[src/rtl/rom_arbiter.sv]
// Two-port (IF/LS) arbiter in front of a combinational-read ROM with registered per-port responses.
// Optional grant/conflict statistics counters are enabled with `define ROM_ARB_STATS_EN.
module rom_arbiter #(
  parameter int WIDTH    = 32,
  parameter int DEPTH    = 1024,
  parameter int MAX_WAIT = 4
) (
  input  logic             clk,
  input  logic             rst,
  input  logic             if_req,
  input  logic [WIDTH-1:0] if_addr,
  output logic             if_gnt,
  output logic             if_rvalid,
  input  logic             if_rready,
  output logic [WIDTH-1:0] if_rdata,
  output logic             if_rerr,
  input  logic             ls_req,
  input  logic [WIDTH-1:0] ls_addr,
  output logic             ls_gnt,
  output logic             ls_rvalid,
  input  logic             ls_rready,
  output logic [WIDTH-1:0] ls_rdata,
  output logic             ls_rerr,
  output logic             rom_ce,
  output logic [WIDTH-1:0] rom_addr,
  input  logic [WIDTH-1:0] rom_data
`ifdef ROM_ARB_STATS_EN
  ,
  output logic [31:0]      stat_if_cnt,
  output logic [31:0]      stat_ls_cnt,
  output logic [31:0]      stat_conf_cnt
`endif
);

  localparam int ADDR_WIDTH = $clog2(DEPTH);
  localparam logic [3:0] MAX_WAIT_C = 4'(MAX_WAIT);

  // Port index 0 is IF, index 1 is LS.
  logic [1:0]       req;
  logic [1:0]       rready;
  logic [1:0]       rvalid;
  logic [1:0]       rerr;
  logic [1:0]       elig;
  logic [1:0]       gnt;
  logic [1:0]       err;
  logic [WIDTH-1:0] addr  [2];
  logic [WIDTH-1:0] rdata [2];
  logic [3:0]       starve_cnt_reg;
  logic [WIDTH-1:0] sel_addr;
  logic             sel_err;

  assign req     = {ls_req, if_req};
  assign rready  = {ls_rready, if_rready};
  assign addr[0] = if_addr;
  assign addr[1] = ls_addr;

  genvar gi;
  generate
    for (gi = 0; gi < 2; gi++) begin : g_port
      logic             rvalid_reg;
      logic             rerr_reg;
      logic [WIDTH-1:0] rdata_reg;

      // A port still holding an unconsumed response cannot take a new word.
      assign elig[gi] = req[gi] & (~rvalid_reg | rready[gi]);
      assign err[gi]  = (addr[gi][1:0] != 2'b00) |
                        (addr[gi][WIDTH-1:ADDR_WIDTH+2] != '0);

      always_ff @(posedge clk) begin
        if (rst) begin
          rvalid_reg <= 1'b0;
          rerr_reg   <= 1'b0;
          rdata_reg  <= '0;
        end else if (gnt[gi]) begin
          rvalid_reg <= 1'b1;
          rerr_reg   <= err[gi];
          rdata_reg  <= err[gi] ? '0 : rom_data;
        end else if (rready[gi]) begin
          rvalid_reg <= 1'b0;
          rerr_reg   <= 1'b0;
        end
      end

      assign rvalid[gi] = rvalid_reg;
      assign rerr[gi]   = rerr_reg;
      assign rdata[gi]  = rdata_reg;
    end
  endgenerate

  // LS wins conflicts until IF has been denied MAX_WAIT times in a row.
  always_comb begin
    gnt = 2'b00;
    if (!rst) begin
      if (elig[0] && elig[1]) begin
        gnt = (starve_cnt_reg >= MAX_WAIT_C) ? 2'b01 : 2'b10;
      end else begin
        gnt = elig;
      end
    end
  end

  assign sel_addr = gnt[0] ? addr[0] : addr[1];
  assign sel_err  = gnt[0] ? err[0]  : err[1];
  assign rom_ce   = (|gnt) & ~sel_err;
  assign rom_addr = rom_ce ? sel_addr : '0;

  always_ff @(posedge clk) begin
    if (rst) begin
      starve_cnt_reg <= 4'd0;
    end else if (gnt[0] || !if_req) begin
      starve_cnt_reg <= 4'd0;
    end else if (elig[0] && starve_cnt_reg != 4'd15) begin
      starve_cnt_reg <= starve_cnt_reg + 4'd1;
    end
  end

  assign if_gnt    = gnt[0];
  assign ls_gnt    = gnt[1];
  assign if_rvalid = rvalid[0];
  assign ls_rvalid = rvalid[1];
  assign if_rerr   = rerr[0];
  assign ls_rerr   = rerr[1];
  assign if_rdata  = rdata[0];
  assign ls_rdata  = rdata[1];

`ifdef ROM_ARB_STATS_EN
  logic [31:0] stat_if_reg;
  logic [31:0] stat_ls_reg;
  logic [31:0] stat_conf_reg;

  always_ff @(posedge clk) begin
    if (rst) begin
      stat_if_reg   <= '0;
      stat_ls_reg   <= '0;
      stat_conf_reg <= '0;
    end else begin
      if (gnt[0])           stat_if_reg   <= stat_if_reg + 32'd1;
      if (gnt[1])           stat_ls_reg   <= stat_ls_reg + 32'd1;
      if (elig[0] && elig[1]) stat_conf_reg <= stat_conf_reg + 32'd1;
    end
  end

  assign stat_if_cnt   = stat_if_reg;
  assign stat_ls_cnt   = stat_ls_reg;
  assign stat_conf_cnt = stat_conf_reg;
`endif

endmodule

[config.mk]
export PLATFORM = sky130hd
export DESIGN_NAME = rom_arbiter
export DESIGN_NICKNAME = d
export VERILOG_FILES = /design/src/rtl/rom_arbiter.sv
export SDC_FILE = /design/constraint.sdc
export NUM_CORES = 1
export LEC_CHECK = 0
export CAP_MARGIN = 20
export CORE_ASPECT_RATIO = 0.5
export CORE_MARGIN = 5
export CORE_UTILIZATION = 34
export CTS_CLUSTER_SIZE = 24
export DETAILED_ROUTE_END_ITERATION = 12
export PLACE_DENSITY = 0.81
export RECOVER_POWER = 50
export SLEW_MARGIN = 10
export SYNTH_ARGS = -nofsm -noshare
export SYNTH_HDL_FRONTEND = slang
export SYNTH_SLANG_ARGS = --single-unit
[constraint.sdc]
create_clock -name clk -period 2.2 [get_ports clk]
set_input_delay 0.33 -clock clk [delete_from_list [all_inputs] [get_ports clk]]
set_output_delay 0.33 -clock clk [all_outputs]
set_load 0.01 [all_outputs]
== Word-level counts from Yosys, hierarchy flattened ==
Index checks and enable logic that the tools add are counted.

* Bits in registers: 72
* Output and inout bits: 103

* Add/subtract/negate cells: 1
* Order comparisons: 1
* Eq/ne operators: 1
* Mux-type cells: 14
* Bitwise logic cells: 10
* Reductions and logical operators: 12

{| class="wikitable"
|+ Operators with widths
! cell !! number
|-
| 2-to-1 mux 32 bit || 4
|-
| nonzero test 20 bit || 2
|-
| nonzero test 2 bit || 4
|-
| 2-to-1 mux 1 bit || 7
|-
| 2-to-1 mux 2 bit || 3
|-
| adder 4 x 1 -> 4 bit, second input constant || 1
|-
| greater-or-equal comparator 4 x 3 -> 1 bit, second input constant || 1
|-
| != test 4 bit, second input constant || 1
|-
| OR 1 bit || 4
|-
| OR reduction 2 bit || 2
|-
| bitwise AND 1 bit || 3
|-
| NOT 1 bit || 3
|-
| logical AND 1 bit || 2
|-
| zero test 1 bit || 1
|-
| logical OR 1 bit || 1
|}

== Logic depth before layout (Yosys ltp) ==
* Depth after elaboration: 10
* Depth in mapped cells: 6

== Least setup slack after synthesis ==
No wires, ideal clock.

* Path kind: in2out
* From: in if_rready
* To: out rom_addr[10]
* Data arrival time: 1.813 ns
* Data required time: 1.870 ns
* Slack: 0.057 ns
* Stages on the path: 5
* Buffers on the path: 1
* Cell sequence: nand2b_1 > a311o_1 > nor4_4 > buf_6 > a22o_1

* Cells in the longest elaborated chain, start to end: 9
* Elaborated cells on any way between the ends: 11
* Classes of those cells: mux: 5; bitwise: 4; reduce/logical: 2

{| class="wikitable"
|+ RTL lines
! what !! line !! source
|-
| start, declared || 14 || <nowiki>input logic if_rready,</nowiki>
|-
| OR 1 bit (*) || 65 || <nowiki>assign elig[gi] = req[gi] & (~rvalid_reg | rready[gi]);</nowiki>
|-
| bitwise AND 1 bit (*) || 65 ||
|-
| logical AND 1 bit || 94 || <nowiki>if (elig[0] && elig[1]) begin</nowiki>
|-
| 2-to-1 mux 2 bit (*) || 94 ||
|-
| 2-to-1 mux 2 bit (*) || 93 || <nowiki>if (!rst) begin</nowiki>
|-
| 2-to-1 mux 1 bit || 103 || <nowiki>assign sel_err = gnt[0] ? err[0] : err[1];</nowiki>
|-
| NOT 1 bit || 104 || <nowiki>assign rom_ce = (|gnt) & ~sel_err;</nowiki>
|-
| bitwise AND 1 bit || 104 ||
|-
| 2-to-1 mux 32 bit (*) || 105 || <nowiki>assign rom_addr = rom_ce ? sel_addr : '0;</nowiki>
|-
| end, declared || 25 || <nowiki>output logic [WIDTH-1:0] rom_addr,</nowiki>
|}

Every way passes the cells marked *; elsewhere a longest branch is shown, timed or not.

== Worst setup path after layout ==
* From: reg starve_cnt_reg[3]
* To: out rom_addr[5]

* Cells in the longest elaborated chain, start to end: 8
* Elaborated cells on any way between the ends: 10
* Classes of those cells: order compare: 1; mux: 6; bitwise: 2; reduce/logical: 1

{| class="wikitable"
|+ RTL lines
! what !! line !! source
|-
| start, declared || 48 || <nowiki>logic [3:0] starve_cnt_reg;</nowiki>
|-
| start signal, assigned || 113 || <nowiki>starve_cnt_reg <= starve_cnt_reg + 4'd1;</nowiki>
|-
| greater-or-equal comparator 4 x 3 -> 1 bit (*) || 95 || <nowiki>gnt = (starve_cnt_reg >= MAX_WAIT_C) ? 2'b01 : 2'b10;</nowiki>
|-
| 2-to-1 mux 2 bit (*) || 95 ||
|-
| 2-to-1 mux 2 bit (*) || 94 ||
|-
| 2-to-1 mux 2 bit (*) || 93 ||
|-
| 2-to-1 mux 1 bit || 103 ||
|-
| NOT 1 bit || 104 ||
|-
| bitwise AND 1 bit || 104 ||
|-
| 2-to-1 mux 32 bit (*) || 105 ||
|}

Marks and branches as above.

==> impl_metrics.yaml <==
status:
  status: "complete, but fails checks"
  violations: "negative setup slack"
final_layout:
  final-instance-count-excl-fill: 576
  nets: 562
  final_cell_mix: "134 x clkdlybuf4s50_1, 74 x a22o_1, 71 x dfxtp_1"
  final_common_cell: "clkdlybuf4s50_1"
  syn2layout_area_growth_pct: 89.82
  antennaDiodeCount: 0
  final_area_mm2: 0.005201
  drive_gt1_share_pct: 18.97
global_route:
  antenna_found_initial: 0
  grt_pass1_vias: 2789
  track_usage_pct: 19.35
  grt_pass1_wl_um: 14900
  overflow: 0
  grt_start_max_net_pins: 33
synthesis:
  ys_ff_latch: 72
  ys.flop_type: "dfxtp_1"
  ys_types: 35
  syn-cell-area_mm2: 0.002740
  avgSynthCellArea_um2: 11.28
  synth_enable_flop_cells: 0
  synth_cells: 243
  yosysWarnings: 0
  async_reset_ff_share_pct: 0
  ys_seq_area_share_pct: 52.60
worst_setup_path:
  start_kind: "flop"
  cp_cell_sequence: "or2_4 -> o311ai_4 -> nor4_4 -> buf_4 -> buf_6 -> buf_6 -> a22o_1 -> buf_2"
  critPathKind: "reg2out"
  crit_top_cell: "buf_6"
  worst-path-buf-inv: 4
  critPathRequiredTime_ns: 1.87
  crit_family: "compound AO/OA/AOI/OAI gates"
  crit_slowest_cell: "o311ai_4"
  slowest_delay_ns: 0.35
  worstSetupEndpointType: "output port"
  worst_ep_arrival_time_ns: 2.09
  crit_fanout: 3
hold_path:
  worst_hold_path_type: "reg2reg"
clock_tree:
  cts_tree: "built"
  insertion_delay_ns: 0.33
  clkTransAtPathRegs_ns: 0.05
  cts-htree-levels: 3
  cts_made_buffers: 9
  cts_sinks: 72
  cts_buffer_depth: 2
  cts_root_buf: "clkbuf_16"
sta:
  slew_violations: 0
  min_period_over_period_pct: 109.9
  finalHoldViolCount: 0
  timing.fmax_mhz: 413.6
  setup_viol: 10
  fin_crit_ns: 2.418
  rsz0062_at_grt: "yes"
  fin_skew_ns: 0.009023
  worst_slack_ns: -0.2178
power:
  vdd_drop_max_v: 0.0003743
  swShare_pct: 22.93
  pwr-share-seq_pct: 43.9
  power.share.clock_pct: 45.5
  p_int_mw: 2.306
  p_per_area_mw_per_mm2: 575.2
  power.leakage_nw: 2.167
  combPwrFrac_pct: 10.6
  p_sw_mw: 0.6861
floorplan:
  die_area_mm2: 0.01006
  die-width_um: 137.0
  die_h_um: 73.48
  initial_core_util_pct: 34.62
  core_area_mm2: 0.007914
  row_count: 23
  io_pins: 205
detailed_routing:
  wire_per_inst_um: 17.96
  drtPass1Iterations: 4
  drtIter0Drc: 150
  vias_per_cell: 4.802
  wl_um: 10350
  vias: 2766
  drtAntennaViolNets: 0
  drc: 0
placed_design:
  hpwl_um: 7252
  placed_cells: 541
  place.gp.congestion: 0.8137
  port_buffers: 182
  dpl_cell_area_mm2: 0.004727
run:
  cap_viol_max_count: 0
## stage by stage
stage	setup TNS, ns	total power, mW	utilization [%]	worst slack [ns]	hold slack, ns
3_5_place_dp	-15.36	1.665	59.73	-0.6412	0.4539
2_1_floorplan	0	1.446	-	0.05740	0.4626
4_1_cts	-1.543	3.019	65.14	-0.1888	0.4740
5_1_grt	-2.346	3.105	65.72	-0.3149	0.4856
3_3_place_gp	-14.27	1.662	59.73	-0.6312	0.4554
6_report	-1.389	2.992	65.72	-0.2178	0.4685
## synthesized netlist by cell type (2+ instances only)
| master | instances | area, um^2 |
|---|---|---|
| nand4_1 | 2 | 12.51 |
| nor4_1 | 10 | 62.56 |
| a22o_1 | 74 | 648.1 |
| nor2_1 | 7 | 26.28 |
| buf_4 | 22 | 165.2 |
| nand2_1 | 3 | 11.26 |
| a21oi_1 | 3 | 15.01 |
| and3_1 | 4 | 25.02 |
| dfxtp_1 | 72 | 1441 |
| nand3_1 | 3 | 15.01 |
| a31oi_1 | 2 | 12.51 |
| clkbuf_1 | 12 | 45.04 |
| nor2b_1 | 4 | 25.02 |
| buf_6 | 4 | 45.04 |
## worst paths after layout
path,start,end,slack [ns],depth (start not counted)
max,starve_cnt_reg[3],rom_addr[5],-0.22,8
min,if_rdata[24],if_rdata[24],0.47,1
max reg2reg,starve_cnt_reg[3],if_rdata[14],0.05,10
min reg2reg,if_rdata[24],if_rdata[24],0.47,1
## power by group through the flow
stage / Sequential, mW / Combinational (mW) / Clock [mW]
2_1_floorplan: 1.34 / 0.103 / 0
3_3_place_gp: 1.34 / 0.320 / 0
3_5_place_dp: 1.34 / 0.323 / 0
4_1_cts: 1.31 / 0.311 / 1.40
5_1_grt: 1.31 / 0.337 / 1.45
6_report: 1.31 / 0.318 / 1.36
## timing repair
action | CTS | global route
pin swaps | 20 | 10
gates resized for setup | 105 | 13
buffers inserted | 18 | 1
hold endpoints to repair | 0 | 0
endpoints found under the setup margin | 13 | 42
cloned | 1 | 1
hold buffers | 0 | 0
## metal layers
| metal | track usage (%) | part of all wire, % | routed length, um | vias up |
|---|---|---|---|---|
| li1 | - | - | - | 1318 |
| met1 | 23.03 | 40 | 4136 | 1333 |
| met2 | 34.51 | 53 | 5506 | 101 |
| met3 | 4.788 | 5.1 | 527 | 14 |
| met4 | 6.527 | 1.7 | 175 | 0 |
| met5 | 0 | 0 | 0 | - |
## worst register-to-register path, cell delays in order (launching register included)
cell	delay [ns]
dfxtp_2	0.31
or2_4	0.27
o311ai_4	0.35
nor4_4	0.07
buf_4	0.16
buf_6	0.11
buf_6	0.11
buf_4	0.12
buf_4	0.13
buf_6	0.15
a22o_1	0.25
## logic make-up (layout without fill, tap and decap cells)
kind of cell | count (synthesis) | in the layout | synth area share, %
AO/OA/AOI/OAI | 82 | 82 | 25.89
buffers and inverters | 41 | 241 | 9.817
adder cells (fa/ha/maj) | 1 | 1 | 0.4565
AND/OR/NAND/NOR | 43 | 43 | 10.00
XOR/XNOR | 1 | 1 | 0.3197
flip-flops | 72 | 72 | 52.60
other | 1 | 22 | 0.1369
multiplexers | 2 | 2 | 0.7762
## final cells by class
type,instances,area [um^2]
Fill cell,627,2713
Timing Repair Buffer,224,2151
Sequential cell,72,1443
Multi-Input combinational cell,151,1182
Clock buffer,11,242.7
Tap cell,112,140.1
Clock inverter,5,38.79
Inverter,1,3.754
(Power assumes the default switching activity.)
